$ cat src/rtl/toy_pack.sv
// Shared fetch-path types and sizing for the toy I-cache.
// Line geometry is 4 beats x 128 bits = 64-byte lines, 64 sets.
package toy_pack;

  localparam int ICACHE_INDEX_WIDTH = 6;
  localparam int ICACHE_LINE_BEATS  = 4;
  localparam int ICACHE_BEAT_WIDTH  = 128;

  localparam logic [1:0] UPSTREAM_OPCODE = 2'd1;
  localparam logic [1:0] PREFETCH_OPCODE = 2'd2;

  typedef struct packed {
    logic [31:0] addr;
    logic [1:0]  opcode;
    logic [4:0]  txnid;
  } pc_req_t;

  typedef enum logic [1:0] {
    IDLE = 2'd0,
    REQ  = 2'd1,
    FILL = 2'd2,
    RSP  = 2'd3
  } icache_miss_state_e;

endpackage

$ cat src/rtl/icache_miss_ctrl.sv
// Blocking I-cache miss handler: one outstanding line fill, beats written through
// to the data array as they arrive, requested beat returned to the fetch unit.
module icache_miss_ctrl
  import toy_pack::*;
#(
  parameter int BEAT_WIDTH  = ICACHE_BEAT_WIDTH,
  parameter int LINE_BEATS  = ICACHE_LINE_BEATS,
  parameter int INDEX_WIDTH = ICACHE_INDEX_WIDTH
) (
  input  logic                          clk,
  input  logic                          rst_n,
  input  logic                          lkp_vld,
  input  pc_req_t                       lkp_pld,
  input  logic                          lkp_miss,
  input  logic                          lkp_victim,
  output logic                          stall,
  output logic                          dn_req_vld,
  input  logic                          dn_req_rdy,
  output logic [31:0]                   dn_req_addr,
  output logic [4:0]                    dn_req_txnid,
  input  logic                          rf_vld,
  input  logic [BEAT_WIDTH-1:0]         rf_data,
  output logic                          da_wr_en,
  output logic                          da_way,
  output logic [INDEX_WIDTH-1:0]        da_index,
  output logic [$clog2(LINE_BEATS)-1:0] da_beat,
  output logic [BEAT_WIDTH-1:0]         da_wdata,
  output logic                          up_rsp_vld,
  input  logic                          up_rsp_rdy,
  output logic [BEAT_WIDTH-1:0]         up_rsp_data,
  output logic [4:0]                    up_rsp_txnid,
  output logic                          err
);

  localparam int BW       = $clog2(LINE_BEATS);
  localparam int BYTE_OFF = $clog2(BEAT_WIDTH / 8);
  localparam int LINE_OFF = BYTE_OFF + BW;
  localparam logic [31:0]   LINE_MASK = (32'd1 << LINE_OFF) - 32'd1;
  localparam logic [BW-1:0] LAST_BEAT = BW'(LINE_BEATS - 1);

  icache_miss_state_e state;
  logic [BW-1:0]      cnt;
  logic [BW-1:0]      beat_off;
  logic               is_pf;

  logic new_miss;
  assign new_miss = lkp_vld & lkp_miss;

  // Combinational so the tag stage cannot accept the request right behind a miss.
  assign stall    = (state != IDLE) | new_miss;
  assign da_wr_en = (state == FILL) & rf_vld;
  assign da_wdata = da_wr_en ? rf_data : '0;
  assign da_beat  = cnt;

  always_ff @(posedge clk or negedge rst_n) begin
    if (!rst_n) begin
      state        <= IDLE;
      cnt          <= '0;
      beat_off     <= '0;
      is_pf        <= 1'b0;
      dn_req_vld   <= 1'b0;
      dn_req_addr  <= '0;
      dn_req_txnid <= '0;
      da_way       <= 1'b0;
      da_index     <= '0;
      up_rsp_vld   <= 1'b0;
      up_rsp_data  <= '0;
      up_rsp_txnid <= '0;
      err          <= 1'b0;
    end else begin
      if ((rf_vld && state != FILL) || (new_miss && state != IDLE))
        err <= 1'b1;

      case (state)
        IDLE: begin
          if (new_miss) begin
            dn_req_addr  <= lkp_pld.addr & ~LINE_MASK;
            dn_req_txnid <= lkp_pld.txnid;
            up_rsp_txnid <= lkp_pld.txnid;
            da_way       <= lkp_victim;
            da_index     <= lkp_pld.addr[LINE_OFF +: INDEX_WIDTH];
            beat_off     <= lkp_pld.addr[LINE_OFF-1:BYTE_OFF];
            is_pf        <= (lkp_pld.opcode == PREFETCH_OPCODE);
            dn_req_vld   <= 1'b1;
            state        <= REQ;
          end
        end
        REQ: begin
          if (dn_req_rdy) begin
            dn_req_vld <= 1'b0;
            cnt        <= '0;
            state      <= FILL;
          end
        end
        FILL: begin
          if (rf_vld) begin
            if (cnt == beat_off)
              up_rsp_data <= rf_data;
            cnt <= cnt + 1'b1;
            if (cnt == LAST_BEAT) begin
              cnt <= '0;
              if (is_pf) begin
                state <= IDLE;
              end else begin
                up_rsp_vld <= 1'b1;
                state      <= RSP;
              end
            end
          end
        end
        RSP: begin
          if (up_rsp_rdy) begin
            up_rsp_vld <= 1'b0;
            state      <= IDLE;
          end
        end
        default: state <= IDLE;
      endcase
    end
  end

endmodule

$ cat config.mk
export PLATFORM = sky130hd
export DESIGN_NAME = icache_miss_ctrl
export DESIGN_NICKNAME = d
export VERILOG_FILES = /design/src/rtl/toy_pack.sv /design/src/rtl/icache_miss_ctrl.sv
export SDC_FILE = /design/constraint.sdc
export NUM_CORES = 1
export LEC_CHECK = 0
export ABC_CLOCK_PERIOD_IN_PS = 1800
export CAP_MARGIN = 25
export CORE_AREA = 4 4 189 191
export CTS_BUF_LIST = sky130_fd_sc_hd__clkbuf_16
export DETAILED_ROUTE_END_ITERATION = 8
export DIE_AREA = 0 0 193 195
export MAX_ROUTING_LAYER = met4
export PLACE_DENSITY = 0.61
export SYNTH_ARGS = -nofsm -noshare
export SYNTH_HDL_FRONTEND = slang
export SYNTH_SLANG_ARGS = --single-unit
$ cat constraint.sdc
create_clock -name clk -period 1.8 [get_ports clk]
set_input_delay 0.18 -clock clk [delete_from_list [all_inputs] [get_ports clk]]
set_output_delay 0.18 -clock clk [all_outputs]
set_load 0.05 [all_outputs]
==> impl_metrics.py, run 1 <==
metrics = {
    "global_routing": {
        "grt_pass1_wl_um": 41600,
        "antenna_found_initial": 2,
        "grt.total_usage_pct": 15.0,
        "grt.overflow.total": 0,
        "grt_max_degree": 44,
        "grt_pass1_vias": 6740,
    },
    "worst_setup_path": {
        "cpMaxStageDelayCell": "dfrtp_1",
        "cp_data_required_time_ns": 1.62,
        "cp_common_cell": "buf_12",
        "crit_fanout": 7,
        "max_stage_delay_ns": 0.41,
        "path_class": "reg2out",
        "endpoint_kind": "output port",
        "path_cells": "nand3b_4 -> clkinv_8 -> buf_12 -> clkbuf_16 -> and2_4 -> buf_12",
        "arrival_ns": 1.70,
        "start_kind": "flop",
    },
    "timing": {
        "tightest_slew_ns": 0.549,
        "fmax_mhz": 533,
        "fin_ws_ns": -0.0774,
        "rsz0062_at_grt": "true",
        "period_minus_slack_ns": 1.88,
        "relSlewSlack_pct": 63.6,
        "skew_ns": 0.00681,
        "finalCritPeriodShare_pct": 104,
        "hold_violations": 0,
        "setup_viol": 80,
        "maxSlewViolCount": 0,
    },
    "placement": {
        "pre_cts_ws_ns": -0.0937,
        "place_inst": 1474,
        "numPortBuffers": 476,
        "gp_congestion": 0.789,
        "dp_hpwl_um": 21600,
    },
    "drt": {
        "viasPerCell": 4.10,
        "drc": 0,
        "dr.pass1.iters": 4,
        "drt_iter0_drc": 118,
        "vias": 6254,
        "drt-total-wl_um": 30000,
        "antenna_left": 0,
        "avgRoutedWirePerCell_um": 19.7,
    },
    "logic_synthesis": {
        "synth_xor_area_share_pct": 0.219,
        "syn_inst": 551,
        "synthTopCellsByArea": "dfrtp_1 53%, mux2_4 23%, and2_1 10%",
        "synthMuxAreaShare_pct": 28.8,
        "synth-simple-area-share_pct": 11.6,
        "synth_compound_area_share_pct": 1.11,
        "synth-seq-area-share_pct": 53.3,
        "synth_top_family_by_area": "multiplexers",
        "synth_top_area_share_pct": 53.3,
        "synth_seq_cells": 170,
        "ys_warn_count": 0,
        "syn_area_um2": 7980,
        "synth.distinct_cells": 33,
        "yosysTopAreaCell": "dfrtp_1",
        "synth-adder-area-share_pct": 0.157,
        "syn_avg_cell_area_um2": 14.5,
    },
    "layout": {
        "multiInputGateArea_um2": 3660,
        "final_nets": 1232,
        "stdcell_count": 1525,
        "regArea_um2": 4250,
        "drive_gt1_share_pct": 48.4,
        "area_growth_pct": 96.3,
        "fill_cells": 3061,
    },
    "die": {
        "row_count": 68,
        "pin_count": 487,
        "coreArea_um2": 34100,
        "start_util_pct": 23.4,
        "fp.dieW_um": 193,
        "die_area_um2": 37600,
        "fp.dieH_um": 195,
    },
    "status": {
        "outcome": "finished, violations left",
        "violations": "setup timing",
    },
    "hold_path": {
        "hp-class": "in2async",
    },
    "clocking": {
        "clk_pin_slew_ns": 0.06,
        "cts_tree": "built",
        "htreeDepth": 4,
        "cts_sinks": 170,
        "cts-buffers-inserted": 17,
        "clk_path_buf_depth": 2,
        "cts-root-buf": "clkbuf_16",
        "clkLatencyLatePin_ns": 0.44,
    },
    "power_and_ir_drop": {
        "power_per_cell_area_nw_per_um2": 2030,
        "p_leak_nw": 7.46,
        "vdd_drop_max_mv": 1.22,
    },
    "run": {
        "maxCapViolations": 0,
    },
}
-- path summary, 6_finish.rpt --
path                                  start          endpoint  slack [ns]  depth (start not counted)
worst max-delay path               state[1]      da_wdata[72]       -0.08                          6
worst min-delay path                  rst_n  up_rsp_data[106]        0.26                          2
worst max register to register     state[0]   up_rsp_data[32]        0.05                          7
worst min register to register          err               err        0.47                          1
max in group asynchronous             rst_n   up_rsp_data[53]        0.92                          3
min in group clk                lkp_pld[16]       da_index[3]        0.35                          2
-- power breakdown --
| group | switching [W] | leakage [nW] | internal (W) |
|---|---|---|---|
| sequential | 0.00112 | 2.04 | 0.00576 |
| combinational | 0.0129 | 5.17 | 0.00862 |
| clock | 0.00156 | 0.250 | 0.00187 |
-- flip-flops by register name (all words and copies together), names as in the netlist, 2 cells and up --
name / flops
up_rsp_txnid: 5
up_rsp_data: 128
state: 2
da_beat: 2
beat_off: 2
dn_req_addr: 21
da_index: 5
-- Yosys cell counts (all sizes together) --
cell and count:
dfrtp 170, mux2 163, and2 128, buf 36, clkbuf 14, nand2 5
inv 3, nand3 3, nand3b 3, nor2 3, a211oi 2, a21oi 2
nand2b 2, o21ai 2, o31ai 2, xnor2 2, a21boi 1, a31oi 1
a32o 1, and3 1, conb 1, ha 1, mux2i 1, nor3 1
o21a 1, o21bai 1, or3 1
-- per-stage QoR --
stage                     hold slack [ns]  TNS [ns]  cell area [um2]  power [W]  utilization, %
after floorplan                    -0.116         0             8000     0.0205               -
final                               0.255     -4.03            15700     0.0318            45.9
after CTS                           0.241    -14.85            15300     0.0316            44.9
after global placement              0.142     -5.07            14700     0.0285            43.0
after global routing                0.273    -13.63            15700     0.0331            45.9
after detailed placement            0.143     -7.72            14700     0.0287            43.0
-- routing by layer --
metal  vias up  routed length [um]  share of wire, %  track usage [%]
met2       286               15300                51             26.0
met5         -                   0                 0                -
met1      3083               11600                38             16.7
met3        28                2600               8.7             5.09
met4         0                 507               1.7             3.67
li1       2857                   -                 -                -
-- timing repair --
item | 4_1_cts | 5_1_grt
hold buffers | 1 | 0
cloned | 3 | 8
setup buffers | 5 | 1
gates resized for setup | 219 | 64
hold endpoints to repair | 33 | 0
pin swaps | 13 | 28
endpoints found under the setup margin | 277 | 134
-- cell families (layout without fill, tap and decap cells) --
logic type	count (synthesis)	count (layout)
DFF	170	170
muxes	164	164
and+or+nand+nor	147	147
buffers and inverters	53	565
AOI/OAI and AO/OA	13	13
xor gates and xnor gates	2	2
adders and majority gates	1	1
other	1	8
-- layout by cell type (no fill, tap or decap), types with 2 or more instances in the layout --
cell type | Yosys | layout
dfrtp_1 | 170 | 170
clkdlybuf4s50_1 | 0 | 169
dlygate4sd2_1 | 0 | 148
buf_12 | 0 | 142
mux2_4 | 120 | 120
and2_4 | 0 | 115
buf_4 | 20 | 50
mux2_2 | 43 | 43
clkbuf_16 | 0 | 22
and2_1 | 128 | 13
conb_1 | 1 | 6
nand2_1 | 5 | 5
clkinvlp_4 | 0 | 5
buf_16 | 0 | 5
dlymetal6s2s_1 | 0 | 5
buf_6 | 14 | 4
nor2_1 | 3 | 3
inv_1 | 2 | 3
clkinv_1 | 0 | 3
diode_2 | 0 | 2
xnor2_1 | 2 | 2
o21ai_0 | 2 | 2
o31ai_1 | 2 | 2
nand3b_1 | 2 | 2
nand3_1 | 2 | 2
nand2b_1 | 2 | 2
a211oi_1 | 2 | 2
a21oi_1 | 2 | 2
clkinv_2 | 0 | 2
clkinv_4 | 0 | 2
buf_8 | 0 | 2
-- area by class of cell --
type | instances | area share (%)
inverter | 3 | 0.152
timing repair buffer | 531 | 42.2
clock buffer | 17 | 2.72
multi-input combinational | 333 | 23.4
clock inverter | 14 | 0.703
tap | 455 | 3.63
antenna | 2 | 0.0320
sequential | 170 | 27.2
-- critical path: cells and delay by family (launching register included) --
family,cells,cell delay [ns]
and+or+nand+nor,2,0.29
DFF,1,0.41
buffers and inverters,4,0.56
Power figures use the tool's default switching activity.
==> run 2, diff against run 1 <==
- ABC_CLOCK_PERIOD_IN_PS: 1800 -> not set
==> results of run 2 <==
Final layout, timing and power as in run 1 (identical DEF).
==> run 3, diff against run 2 <==
- CELL_PAD_IN_SITES_DETAIL_PLACEMENT: not set -> 0
- CELL_PAD_IN_SITES_GLOBAL_PLACEMENT: not set -> 1
- CORE_AREA: 4 4 189 191 -> 4 4 185 187
- DIE_AREA: 0 0 193 195 -> 0 0 189 191
- PLACE_DENSITY: 0.61 -> 0.78
==> impl_metrics.py, run 3 (synthesized netlist as in run 1, its figures left out) <==
metrics = {
    "status": {
        "outcome": "finished, violations left",
        "violations": "setup timing",
    },
    "drt": {
        "vias": 6205,
        "drc": 0,
        "drt_iter0_drc": 135,
        "antenna_left": 0,
        "viasPerCell": 4.11,
        "dr.pass1.iters": 4,
        "avgRoutedWirePerCell_um": 18.4,
        "drt-total-wl_um": 27700,
    },
    "die": {
        "pin_count": 487,
        "fp.dieH_um": 191,
        "fp.dieW_um": 189,
        "row_count": 66,
        "die_area_um2": 36100,
        "start_util_pct": 24.6,
        "coreArea_um2": 32500,
    },
    "layout": {
        "final_common_cell": "dfrtp_1",
        "antenna_cells": 0,
        "final_nets": 1229,
        "layout_common_cells": "170 x dfrtp_1, 169 x clkdlybuf4s50_1, 139 x dlygate4sd2_1",
        "largest_reg_flops": 128,
        "area_growth_pct": 85.2,
        "drive_gt1_share_pct": 43.5,
        "reg_top3": "up_rsp_data (128), dn_req_addr (21)",
        "regMostFlops": "up_rsp_data",
    },
    "power_and_ir_drop": {
        "pwr-share-comb_pct": 65.3,
        "vdd_drop_max_mv": 1.08,
        "power_per_cell_area_nw_per_um2": 2100,
        "p_leak_nw": 7.39,
        "clkPwrFrac_pct": 12.8,
        "seqPwrFrac_pct": 22.0,
        "internal-power_w": 0.0158,
        "p_switching_w": 0.0152,
        "p_sw_share_pct": 49.0,
    },
    "run": {
        "maxCapViolations": 0,
    },
    "clocking": {
        "clk_path_buf_depth": 2,
        "htreeDepth": 4,
        "cts_tree": "built",
        "clkLatencyLatePin_ns": 0.43,
        "cts-buffers-inserted": 17,
        "clk_pin_slew_ns": 0.07,
        "cts-root-buf": "clkbuf_16",
        "cts_sinks": 170,
    },
    "worst_setup_path": {
        "crit_fanout": 8,
        "critical-path-top-delay-family": "buffers and inverters",
        "crit_buf_inv": 4,
        "path_cells": "nand3b_4 -> clkinv_8 -> buf_12 -> clkbuf_16 -> and2_4 -> buf_8",
        "arrival_ns": 1.73,
        "max_stage_delay_ns": 0.38,
        "cpMaxStageDelayCell": "dfrtp_1",
        "cp_data_required_time_ns": 1.62,
        "start_kind": "flop",
        "endpoint_kind": "output port",
        "path_class": "reg2out",
    },
    "timing": {
        "setup_viol": 96,
        "fin_ws_ns": -0.112,
        "maxSlewViolCount": 0,
        "skew_ns": 0.0142,
        "rsz0062_at_grt": "true",
        "tightest_slew_ns": 0.544,
        "whs_ns": 0.258,
        "fmax_mhz": 523,
        "setup-tns-final_ns": -5.28,
        "finalCritPeriodShare_pct": 106,
        "relSlewSlack_pct": 63.9,
        "period_minus_slack_ns": 1.91,
        "hold_violations": 0,
    },
    "global_routing": {
        "grt_pass1_vias": 6644,
        "grt.total_usage_pct": 14.7,
        "grt_pass1_wl_um": 39500,
        "grt.overflow.total": 0,
        "antenna_found_initial": 0,
        "grt_max_degree": 54,
    },
    "placement": {
        "dp_hpwl_um": 20500,
        "gp_congestion": 0.768,
        "numPortBuffers": 476,
    },
    "hold_path": {
        "hp-class": "in2async",
    },
}
==> run 3: worst register-to-register path, delay by kind of cell, from the launching register on <==
family                 cells  cell delay [ns]
buffers and inverters      4             0.62
and+or+nand+nor            2             0.28
muxes                      1             0.31
DFF                        1             0.38
==> run 3: final timing paths <==
path	start	to	slack, ns	cells after the start
min reg2reg	err	err	0.48	1
max reg2reg	state[0]	up_rsp_data[56]	0.11	7
min in group clk	lkp_pld[6]	is_pf	0.36	3
max in group asynchronous	rst_n	da_way	0.87	3
min	rst_n	dn_req_addr[30]	0.26	2
max	state[0]	da_wdata[90]	-0.11	6
==> run 3: power groups by stage <==
| stage | logic, W | registers (W) | clock network, W |
|---|---|---|---|
| finish | 0.0203 | 0.00683 | 0.00397 |
| global route | 0.0210 | 0.00711 | 0.00430 |
| CTS | 0.0196 | 0.00686 | 0.00410 |
| detailed placement | 0.0202 | 0.00692 | 0 |
| global placement | 0.0200 | 0.00687 | 0 |
| floorplan | 0.00715 | 0.0133 | 0 |
==> run 3: what timing repair did <==
action	CTS	global route
pin swaps	0	33
endpoints found under the setup margin	268	154
hold buffers	1	0
buffers inserted	2	2
hold endpoints to repair	42	0
gates cloned	2	5
gates resized for setup	261	191
==> run 3: layout make-up <==
type | count | area (um2)
fillers | 2926 | 17700
inverters | 3 | 23.8
clock buffers | 17 | 425
repair buffers | 528 | 5770
flip-flops and latches | 170 | 4250
clock inverters | 15 | 198
well taps | 442 | 553
multi-input cells | 333 | 3560
==> run 3: stage by stage <==
stage | util (%) | cells | instance area (um2) | power [W] | worst slack [ns]
floorplan | - | 556 | 8000 | 0.0205 | 0.105
global placement | 40.3 | 1464 | 13100 | 0.0269 | -0.0251
detailed placement | 40.3 | 1464 | 13100 | 0.0271 | -0.0607
CTS | 43.3 | 1501 | 14000 | 0.0306 | -0.155
global route | 45.6 | 1508 | 14800 | 0.0324 | -0.217
finish | 45.6 | 1508 | 14800 | 0.0311 | -0.112
==> run 3: routing by layer <==
layer | up-vias | wire (um) | GRT usage, %
met1 | 3053 | 11000 | 16.5
met4 | 0 | 374 | 3.70
met2 | 289 | 14500 | 26.0
li1 | 2845 | - | -
met3 | 18 | 1810 | 3.93
met5 | - | 0 | -
